$ cat config.mk
export PLATFORM = sky130hd
export DESIGN_NAME = error_report_responder
export DESIGN_NICKNAME = d
export VERILOG_FILES = /design/src/rtl/error_report_responder_pkg.sv /design/src/rtl/error_report_responder_mmio_decode.sv /design/src/rtl/error_report_responder.sv
export SDC_FILE = /design/constraint.sdc
export NUM_CORES = 1
export LEC_CHECK = 0
export ABC_CLOCK_PERIOD_IN_PS = 7350
export BUFFER_PORTS_ARGS = -buffer_cell sky130_fd_sc_hd__buf_2
export CAP_MARGIN = 30
export CORE_MARGIN = 4
export CORE_UTILIZATION = 40
export DETAILED_ROUTE_END_ITERATION = 8
export GPL_ROUTABILITY_DRIVEN = 0
export PLACE_DENSITY = 0.63
export SLEW_MARGIN = 20
export SYNTH_ARGS = -nofsm -noshare
export SYNTH_HDL_FRONTEND = slang
export SYNTH_SLANG_ARGS = --single-unit
$ cat constraint.sdc
create_clock -name clock -period 7.35 [get_ports clock]
set_clock_uncertainty 0.15 [all_clocks]
set_input_delay 0.735 -clock clock [delete_from_list [all_inputs] [get_ports clock]]
set_output_delay 0.735 -clock clock [all_outputs]
set_load 0.005 [all_outputs]
$ cat src/rtl/error_report_responder_pkg.sv
// Shared types and default MMIO addresses for the error report responder.
package CAPI_PKG;

    // Handshake states of the error reporting FSM.
    typedef enum logic [1:0] {
        IDLE       = 2'd0,
        PENDING    = 2'd1,
        ACK        = 2'd2,
        WAIT_CLEAR = 2'd3
    } err_state_e;

    // Default MMIO word addresses.
    localparam logic [0:23] DEF_ERROR_REG_ADDR = 24'h3FFF8;
    localparam logic [0:23] DEF_ERROR_CNT_ADDR = 24'h3FFF0;

    // Increment that sticks at the all-ones value instead of wrapping.
    function automatic logic [15:0] sat_inc16(input logic [15:0] val);
        return (val == 16'hFFFF) ? val : val + 16'd1;
    endfunction

endpackage

$ cat src/rtl/error_report_responder_mmio_decode.sv
// MMIO address decode and registered one-cycle read-response path.
module error_mmio_decode
    import CAPI_PKG::*;
#(
    parameter logic [0:23] ERROR_REG_ADDR = DEF_ERROR_REG_ADDR,
    parameter logic [0:23] ERROR_CNT_ADDR = DEF_ERROR_CNT_ADDR
) (
    input  logic        clock,
    input  logic        rst,
    input  logic        req_valid_i,
    input  logic        req_read_i,
    input  logic [0:23] req_addr_i,
    input  logic [0:63] err_latched_i,
    input  logic [15:0] err_count_i,
    input  logic        timeout_flag_i,
    output logic        rd_err_reg_o,
    output logic        wr_cnt_reg_o,
    output logic        rsp_valid_o,
    output logic [0:63] rsp_data_o
);

    logic        hit_err;
    logic        hit_cnt;
    logic        rd_cnt_reg;
    logic        rsp_valid_q, rsp_valid_d;
    logic [0:63] rsp_data_q, rsp_data_d;

    // Decode the request and select the pre-update register value to return.
    always_comb begin
        hit_err      = req_valid_i && (req_addr_i == ERROR_REG_ADDR);
        hit_cnt      = req_valid_i && (req_addr_i == ERROR_CNT_ADDR);
        rd_err_reg_o = hit_err && req_read_i;
        rd_cnt_reg   = hit_cnt && req_read_i;
        wr_cnt_reg_o = hit_cnt && !req_read_i;
        rsp_valid_d  = rd_err_reg_o || rd_cnt_reg;
        rsp_data_d   = '0;
        if (rd_err_reg_o) begin
            rsp_data_d = err_latched_i;
        end else if (rd_cnt_reg) begin
            rsp_data_d = {timeout_flag_i, 47'd0, err_count_i};
        end
    end

    // Response register; data is forced to zero whenever no response is valid.
    always_ff @(posedge clock or posedge rst) begin
        if (rst) begin
            rsp_valid_q <= 1'b0;
            rsp_data_q  <= '0;
        end else begin
            rsp_valid_q <= rsp_valid_d;
            rsp_data_q  <= rsp_data_d;
        end
    end

    assign rsp_valid_o = rsp_valid_q;
    assign rsp_data_o  = rsp_data_q;

endmodule

$ cat src/rtl/error_report_responder.sv
// Latches error reports, raises an interrupt until the host reads them,
// acknowledges the report and waits for the error-control block to clear.
module error_report_responder
    import CAPI_PKG::*;
#(
    parameter logic [0:23] ERROR_REG_ADDR = DEF_ERROR_REG_ADDR,
    parameter logic [0:23] ERROR_CNT_ADDR = DEF_ERROR_CNT_ADDR,
    parameter logic [7:0]  CLEAR_TIMEOUT  = 8'd255
) (
    input  logic        clock,
    input  logic        rst,
    input  logic [0:63] report_errors,
    input  logic        reset_error,
    input  logic        mmio_req_valid,
    input  logic        mmio_req_read,
    input  logic [0:23] mmio_req_addr,
    output logic        report_errors_ack,
    output logic        mmio_rsp_valid,
    output logic [0:63] mmio_rsp_data,
    output logic        err_interrupt
);

    err_state_e  state_q, state_d;
    logic [0:63] err_latched_q, err_latched_d;
    logic [15:0] err_count_q, err_count_d;
    logic [7:0]  timer_q, timer_d;
    logic        timeout_flag_q, timeout_flag_d;
    logic        rd_err_reg;
    logic        wr_cnt_reg;
    logic        capture;
    logic        timeout_exit;

    error_mmio_decode #(
        .ERROR_REG_ADDR (ERROR_REG_ADDR),
        .ERROR_CNT_ADDR (ERROR_CNT_ADDR)
    ) u_mmio (
        .clock          (clock),
        .rst            (rst),
        .req_valid_i    (mmio_req_valid),
        .req_read_i     (mmio_req_read),
        .req_addr_i     (mmio_req_addr),
        .err_latched_i  (err_latched_q),
        .err_count_i    (err_count_q),
        .timeout_flag_i (timeout_flag_q),
        .rd_err_reg_o   (rd_err_reg),
        .wr_cnt_reg_o   (wr_cnt_reg),
        .rsp_valid_o    (mmio_rsp_valid),
        .rsp_data_o     (mmio_rsp_data)
    );

    // State and data registers; reset aborts any handshake in progress.
    always_ff @(posedge clock or posedge rst) begin
        if (rst) begin
            state_q        <= IDLE;
            err_latched_q  <= '0;
            err_count_q    <= '0;
            timer_q        <= '0;
            timeout_flag_q <= 1'b0;
        end else begin
            state_q        <= state_d;
            err_latched_q  <= err_latched_d;
            err_count_q    <= err_count_d;
            timer_q        <= timer_d;
            timeout_flag_q <= timeout_flag_d;
        end
    end

    // Next-state logic, register updates and state-decoded outputs.
    always_comb begin
        state_d           = state_q;
        err_latched_d     = err_latched_q;
        err_count_d       = err_count_q;
        timer_d           = timer_q;
        timeout_flag_d    = timeout_flag_q;
        capture           = 1'b0;
        timeout_exit      = 1'b0;
        err_interrupt     = 1'b0;
        report_errors_ack = 1'b0;

        case (state_q)
            IDLE: begin
                if (|report_errors) begin
                    err_latched_d = report_errors;
                    capture       = 1'b1;
                    state_d       = PENDING;
                end
            end
            PENDING: begin
                err_interrupt = 1'b1;
                err_latched_d = err_latched_q | report_errors;
                if (rd_err_reg) begin
                    state_d = ACK;
                end
            end
            ACK: begin
                report_errors_ack = 1'b1;
                timer_d           = '0;
                state_d           = WAIT_CLEAR;
            end
            WAIT_CLEAR: begin
                // The explicit clear request wins over a simultaneous timeout.
                if (!reset_error) begin
                    err_latched_d = '0;
                    state_d       = IDLE;
                end else if (timer_q == CLEAR_TIMEOUT) begin
                    err_latched_d = '0;
                    timeout_exit  = 1'b1;
                    state_d       = IDLE;
                end else if (timer_q != 8'hFF) begin
                    timer_d = timer_q + 8'd1;
                end
            end
            default: begin
                state_d = IDLE;
            end
        endcase

        // A host clear of the count still records a capture in the same cycle.
        if (wr_cnt_reg) begin
            err_count_d = capture ? 16'd1 : 16'd0;
        end else if (capture) begin
            err_count_d = sat_inc16(err_count_q);
        end

        if (timeout_exit) begin
            timeout_flag_d = 1'b1;
        end
        if (wr_cnt_reg) begin
            timeout_flag_d = 1'b0;
        end
    end

endmodule

---- Word-level counts from Yosys, hierarchy flattened ----
Index checks and enable logic that the tools add are counted.
word-level totals
  flip-flop bits (word level) ............. 156
  word-level logic and storage cells ...... 70
operators by class
  multiplexer cells ....................... 28
  equal/unequal tests ..................... 15
  reductions and logical operators ........ 17
  bitwise gates (word level) .............. 1
  $add $sub $neg .......................... 2
operators with widths
  cell                     number
  $mux W64                 5
  $pmux W64 S3             1
  $or A64 B64 Y64          1
  $reduce_or A64 Y1        1
  $eq A24 B18 Y1 const B   2
  $mux W16                 3
  $mux W8                  3
  $add A16 B1 Y16 const B  1
  $eq A16 B16 Y1 const B   1
  $pmux W8 S2              1
  $mux W1                  10
  $ne A2 B2 Y1 const B     5
  $add A8 B1 Y8 const B    1
  $eq A8 B8 Y1 const B     1
  $mux W2                  4
  $ne A8 B8 Y1 const B     1
  $pmux W2 S4              1
  $reduce_and A3 Y1        2
  $reduce_bool A2 Y1       3
  $logic_and A1 B1 Y1      5
  $eq A2 B2 Y1 const B     2
  $reduce_and A4 Y1        1
  $ne A3 B3 Y1 const B     1
  $reduce_bool A3 Y1       1
  other kinds (6)          6

---- Logic depth before layout (Yosys ltp) ----
  word-level depth ........................ 6
  mapped depth ............................ 8
  gate-level depth less buffers ........... 7

---- Hierarchy ----
From an unflattened synthesis, not the netlist that was laid out.
unflattened totals
  cells, all modules ...................... 710
  area, all modules ....................... 7236.9 sq um
modules (own cells, without submodules)
  module                  cells an instance  seq. area each (sq um)  area each (sq um)  instances
  error_report_responder  479                2277.2                  4585.6             1
  error_mmio_decode       231                1626.6                  2651.3             1

---- Worst setup path before layout ----
No wires, ideal clock.
  kind .................................... input-to-reg
  from .................................... input port mmio_req_addr[22] (netlist bit)
  to ...................................... register state_q[1]
  setup slack ............................. 4765 ps
  stages on the path ...................... 5
  library setup time ...................... 128 ps
  arrival time ............................ 2307 ps
  cell sequence ........................... or4b_4 nor4_4 nand4_1 a221oi_2 mux2_1
between the ends
  longest elaborated chain between the ends .. 5
ends and longest elaborated chain
  item                                line                                      source
  start: declaration                  error_report_responder.sv:16              input logic [0:23] mmio_req_addr,
  $eq A24 B18 Y1                      error_report_responder_mmio_decode.sv:30  hit_err = req_valid_i && (req_addr_i == ERROR_REG_ADDR);
  $logic_and A1 B1 Y1                 error_report_responder_mmio_decode.sv:30
  $logic_and A1 B1 Y1                 error_report_responder_mmio_decode.sv:32  rd_err_reg_o = hit_err && req_read_i;
  $ne A2 B2 Y1 (no source line)       n/a
  $reduce_and A3 Y1 (no source line)  n/a
  end signal: assignment              error_report_responder.sv:60              state_q <= state_d;
  end: declaration                    error_report_responder.sv:23              err_state_e state_q, state_d;
No other way between the ends.
A chain may end at the register's enable or synchronous reset.

---- Worst setup path after layout ----
  from .................................... input port report_errors[21] (netlist bit)
  to ...................................... register err_latched_q[17] (netlist bit)
between the ends
  longest elaborated chain between the ends .. 3
ends and longest elaborated chain
  item                                line                          source
  start: declaration                  error_report_responder.sv:12  input logic [0:63] report_errors,
  $reduce_or A64 Y1                   error_report_responder.sv:82  if (|report_errors) begin
  $ne A2 B2 Y1 (no source line)       n/a
  $reduce_and A3 Y1 (no source line)  n/a
  end signal: assignment              error_report_responder.sv:61  err_latched_q <= err_latched_d;
  end: declaration                    error_report_responder.sv:24  logic [0:63] err_latched_q, err_latched_d;
No other way between the ends.

==> Implementation_results.wiki <==
{| class="wikitable"
! Metric !! Value
|-
| Number of nets in the final layout || 886
|-
| DRC violation count after routing || 0
|-
| Worst Path Arrival || 3.07 ns
|-
| Post-Synthesis Net Count || 736
|-
| Largest fanout on the critical path || 37
|-
| GRT Resource Usage Total || 0.184
|-
| Seq. cell area || 0.00390 mm²
|-
| Antenna violations before repair || 2
|-
| Critical path type || in -> reg
|-
| Max Clk Rate || 347 MHz
|-
| First-pass GRT wire length || 28700 µm
|-
| Status || complete, no violations
|-
| Area used by multi-input combinational logic || 0.00281 mm²
|-
| MaxCap Viol Count || 0
|-
| Post-CTS Hold Buffers || 0
|-
| Critical Path Sink || err_latched_q[17]
|-
| Routed length on met1 || 7690 µm
|-
| Slowest CP cell || nor4_1
|-
| Die X || 140 µm
|-
| Largest cells by area after synthesis || dfrtp_1, a21oi_1, nand2b_1
|-
| P&R area growth vs syn || 23.9%
|-
| Maximum clock insertion buffer count || 2
|-
| Yosys reg bits || 156
|-
| Total length of routed met2 wires || 8730 µm
|-
| Number of global-route vias before repair || 5448
|-
| Setup repair after global routing missed its margin || false
|-
| Starting utilization of the core area || 0.413
|-
| End-of-flow core utilization || 0.512
|-
| Hold Fails Final Rpt || 0
|-
| Skew-Pair Late Insertion Delay || 0.44 ns
|-
| Path class of the lowest-slack min-delay path || in -> async
|-
| First drt pass iteration count || 5
|-
| Number of setup buffers added after CTS || 0
|-
| Slew of the pin with the lowest slew margin || 0.804 ns
|-
| Vias after detailed routing || 5397
|-
| TritonCTS sink count || 156
|-
| Count of flip-flops with a built-in enable after synthesis || 0
|-
| Share of flip-flops with an asynchronous set or reset || 1.00
|-
| Number of library cell types mapped by synthesis || 47
|-
| Most numerous cell in the Yosys netlist || dfrtp_1
|-
| Gate Count Post-Synth || 637
|-
| Core region area || 0.0168 mm²
|-
| Critical path's largest stage delay || 0.58 ns
|-
| Power per Cell Area || 238 mW/mm²
|-
| Resize count post-CTS || 0
|-
| Total Wirelength || 17700 µm
|-
| Final worst-path cycle share || 0.392
|-
| Final setup violation count || 0
|-
| Cell occurring most often along the worst timing path || buf_4
|-
| First DRT Iteration DRCs || 280
|-
| Fill cells || 1493
|-
| Clock Pin Slew Worst Setup and Hold Paths || 0.06 ns
|-
| Filler-free cell count of the finished design || 1021
|-
| Number of slew-limit violations in the final report || 0
|-
| Uppermost signal routing layer after detailed routing || met5
|-
| Final-layout setup total negative slack || 0 ns
|-
| Cell Chain, Critical Path || buf_2 > nor4_1 > nand4_1 > nor4_4 > buf_4 > a2111oi_4 > buf_4 > a21oi_1
|-
| Die extent in y || 140 µm
|-
| Time the final worst path needs with I/O delays and setup || 2.88 ns
|-
| Maximum number of pins on one net before global-route repair || 95
|-
| Sequential cell area fraction in the yosys report || 0.563
|-
| Worst slew margin relative to its limit || 0.464
|-
| Most area-hungry cell type in the Yosys netlist || dfrtp_1
|-
| Capturing element type of the critical path || register
|-
| Setup slack after layout || 4.47 ns
|-
| Met3 WL post-DR || 1010 µm
|-
| Floorplan die area || 0.0195 mm²
|-
| Fin area || 0.00858 mm²
|-
| Post-place setup slack || 4.16 ns
|-
| DPL Wire Length || 12300 µm
|-
| Number of antenna-violating nets in the routed design || 0
|-
| Clock tree from TritonCTS || done
|-
| Area share of the largest cell type after synthesis || 0.563
|-
| Most instantiated cells after synthesis || dfrtp_1, a21oi_1, nand2b_1, and2_1
|-
| Post-Synthesis Mean Instance Area || 10.9 µm²
|-
| Reg2Reg Capture Point || err_latched_q[41]
|-
| Std-Cell Rows || 47
|-
| Count of pins on the block boundary || 160
|-
| Startpoint type of the worst setup path || input port
|-
| DR vias/cell || 5.29
|-
| Required time at the worst-slack endpoint || 7.54 ns
|-
| Number of buffers added by the clock tree synthesis step || 17
|-
| Netlist area before placement || 0.00693 mm²
|-
| Port Buffers || 159
|-
| Gr ovfl total || 0
|-
| Internal reg-to-reg setup slack || 4.88 ns
|-
| Clock tree root buffer cell || clkbuf_16
|-
| Number of H-tree levels || 4
|-
| Final routed wire length divided by cell count || 17.3 µm
|-
| Number of cells after detailed placement || 987
|-
| Number of warning messages in the yosys log || 0
|-
| Worst reg-to-reg path cell count || 6
|-
| Cell leakage power || 3.93 nW
|-
| Instance area after placement || 0.00789 mm²
|-
| Fraction of final layout cells sized beyond drive strength 1 || 0.301
|-
| Start point of the critical path || report_errors[21]
|-
| Startpoint of the worst register-to-register path || state_q[0]
|-
| Largest vdd supply drop || 0.164 mV
|-
| Post-synth top flop || dfrtp_1
|}
## per-layer routing
layer,vias up,track usage
met5,-,0
met3,17,0.0539
li1,2574,-
met4,2,0.0561
met2,154,0.294
met1,2650,0.245
## cell usage in the layout (no fill, tap or decap), types with 7 or more instances in the layout
cell,count
buf_2,159
dfrtp_1,156
a21oi_1,113
nand2b_1,64
and2_1,47
a21oi_2,30
nor2_1,29
nor4_1,19
mux2i_1,18
clkbuf_16,17
nand2_1,13
nand3_1,12
nand4_1,10
or3_1,9
or4_1,8
o21ai_0,8
o31ai_1,7
## registers in the layout, summed over array words and instances (netlist names)
register,count
err_count_q,16
err_latched_q,64
state_q,2
timeout_flag_q,1
timer_q,8
u_mmio.rsp_data_o,64
u_mmio.rsp_valid_o,1
## critical path, delay by kind of cell
family	cells	cell delay (ns)
and+or+nand+nor	3	1.20
buffers and inverters	3	0.76
AOI/OAI and AO/OA	2	0.33
## cells by family after synthesis
family                     Yosys count  share of synthesized area
adders and majority gates            6                     0.0108
buffers and inverters               43                     0.0330
DFF                                156                      0.563
xor gates and xnor gates             5                    0.00632
muxes                               19                     0.0276
AOI/OAI and AO/OA                  177                      0.159
and+or+nand+nor                    231                      0.200
## through the flow
stage / hold WS [ns] / total power [mW]
after global placement: 0.313 / 1.07
after floorplan: 0.304 / 1.02
after global routing: 0.174 / 2.12
after detailed placement: 0.315 / 1.08
after CTS: 0.333 / 2.06
final: 0.148 / 2.04
## worst min path at each step
stage,from,to,cells after the start
2_1_floorplan,err_latched_q[10],u_mmio.rsp_data_o[10],1
3_3_place_gp,err_latched_q[6],u_mmio.rsp_data_o[6],1
3_5_place_dp,err_latched_q[21],u_mmio.rsp_data_o[21],1
4_1_cts,err_latched_q[21],u_mmio.rsp_data_o[21],1
5_1_grt,rst,u_mmio.rsp_data_o[53],2
6_report,rst,u_mmio.rsp_data_o[53],2
## power by group
group          total [mW]  switching (mW)  internal, mW
sequential          0.946          0.0310         0.915
combinational       0.116          0.0681        0.0483
clock               0.979           0.356         0.623
total                2.04           0.455          1.59
## layout make-up
class | instances | area share
Tap cell | 220 | 0.0321
Inverter | 7 | 0.00364
Antenna cell | 1 | 0.000292
Multi-Input combinational cell | 438 | 0.327
Clock buffer | 19 | 0.0528
Sequential cell | 156 | 0.455
Timing Repair Buffer | 167 | 0.104
Clock inverter | 13 | 0.0246
(Power assumes the default switching activity.)
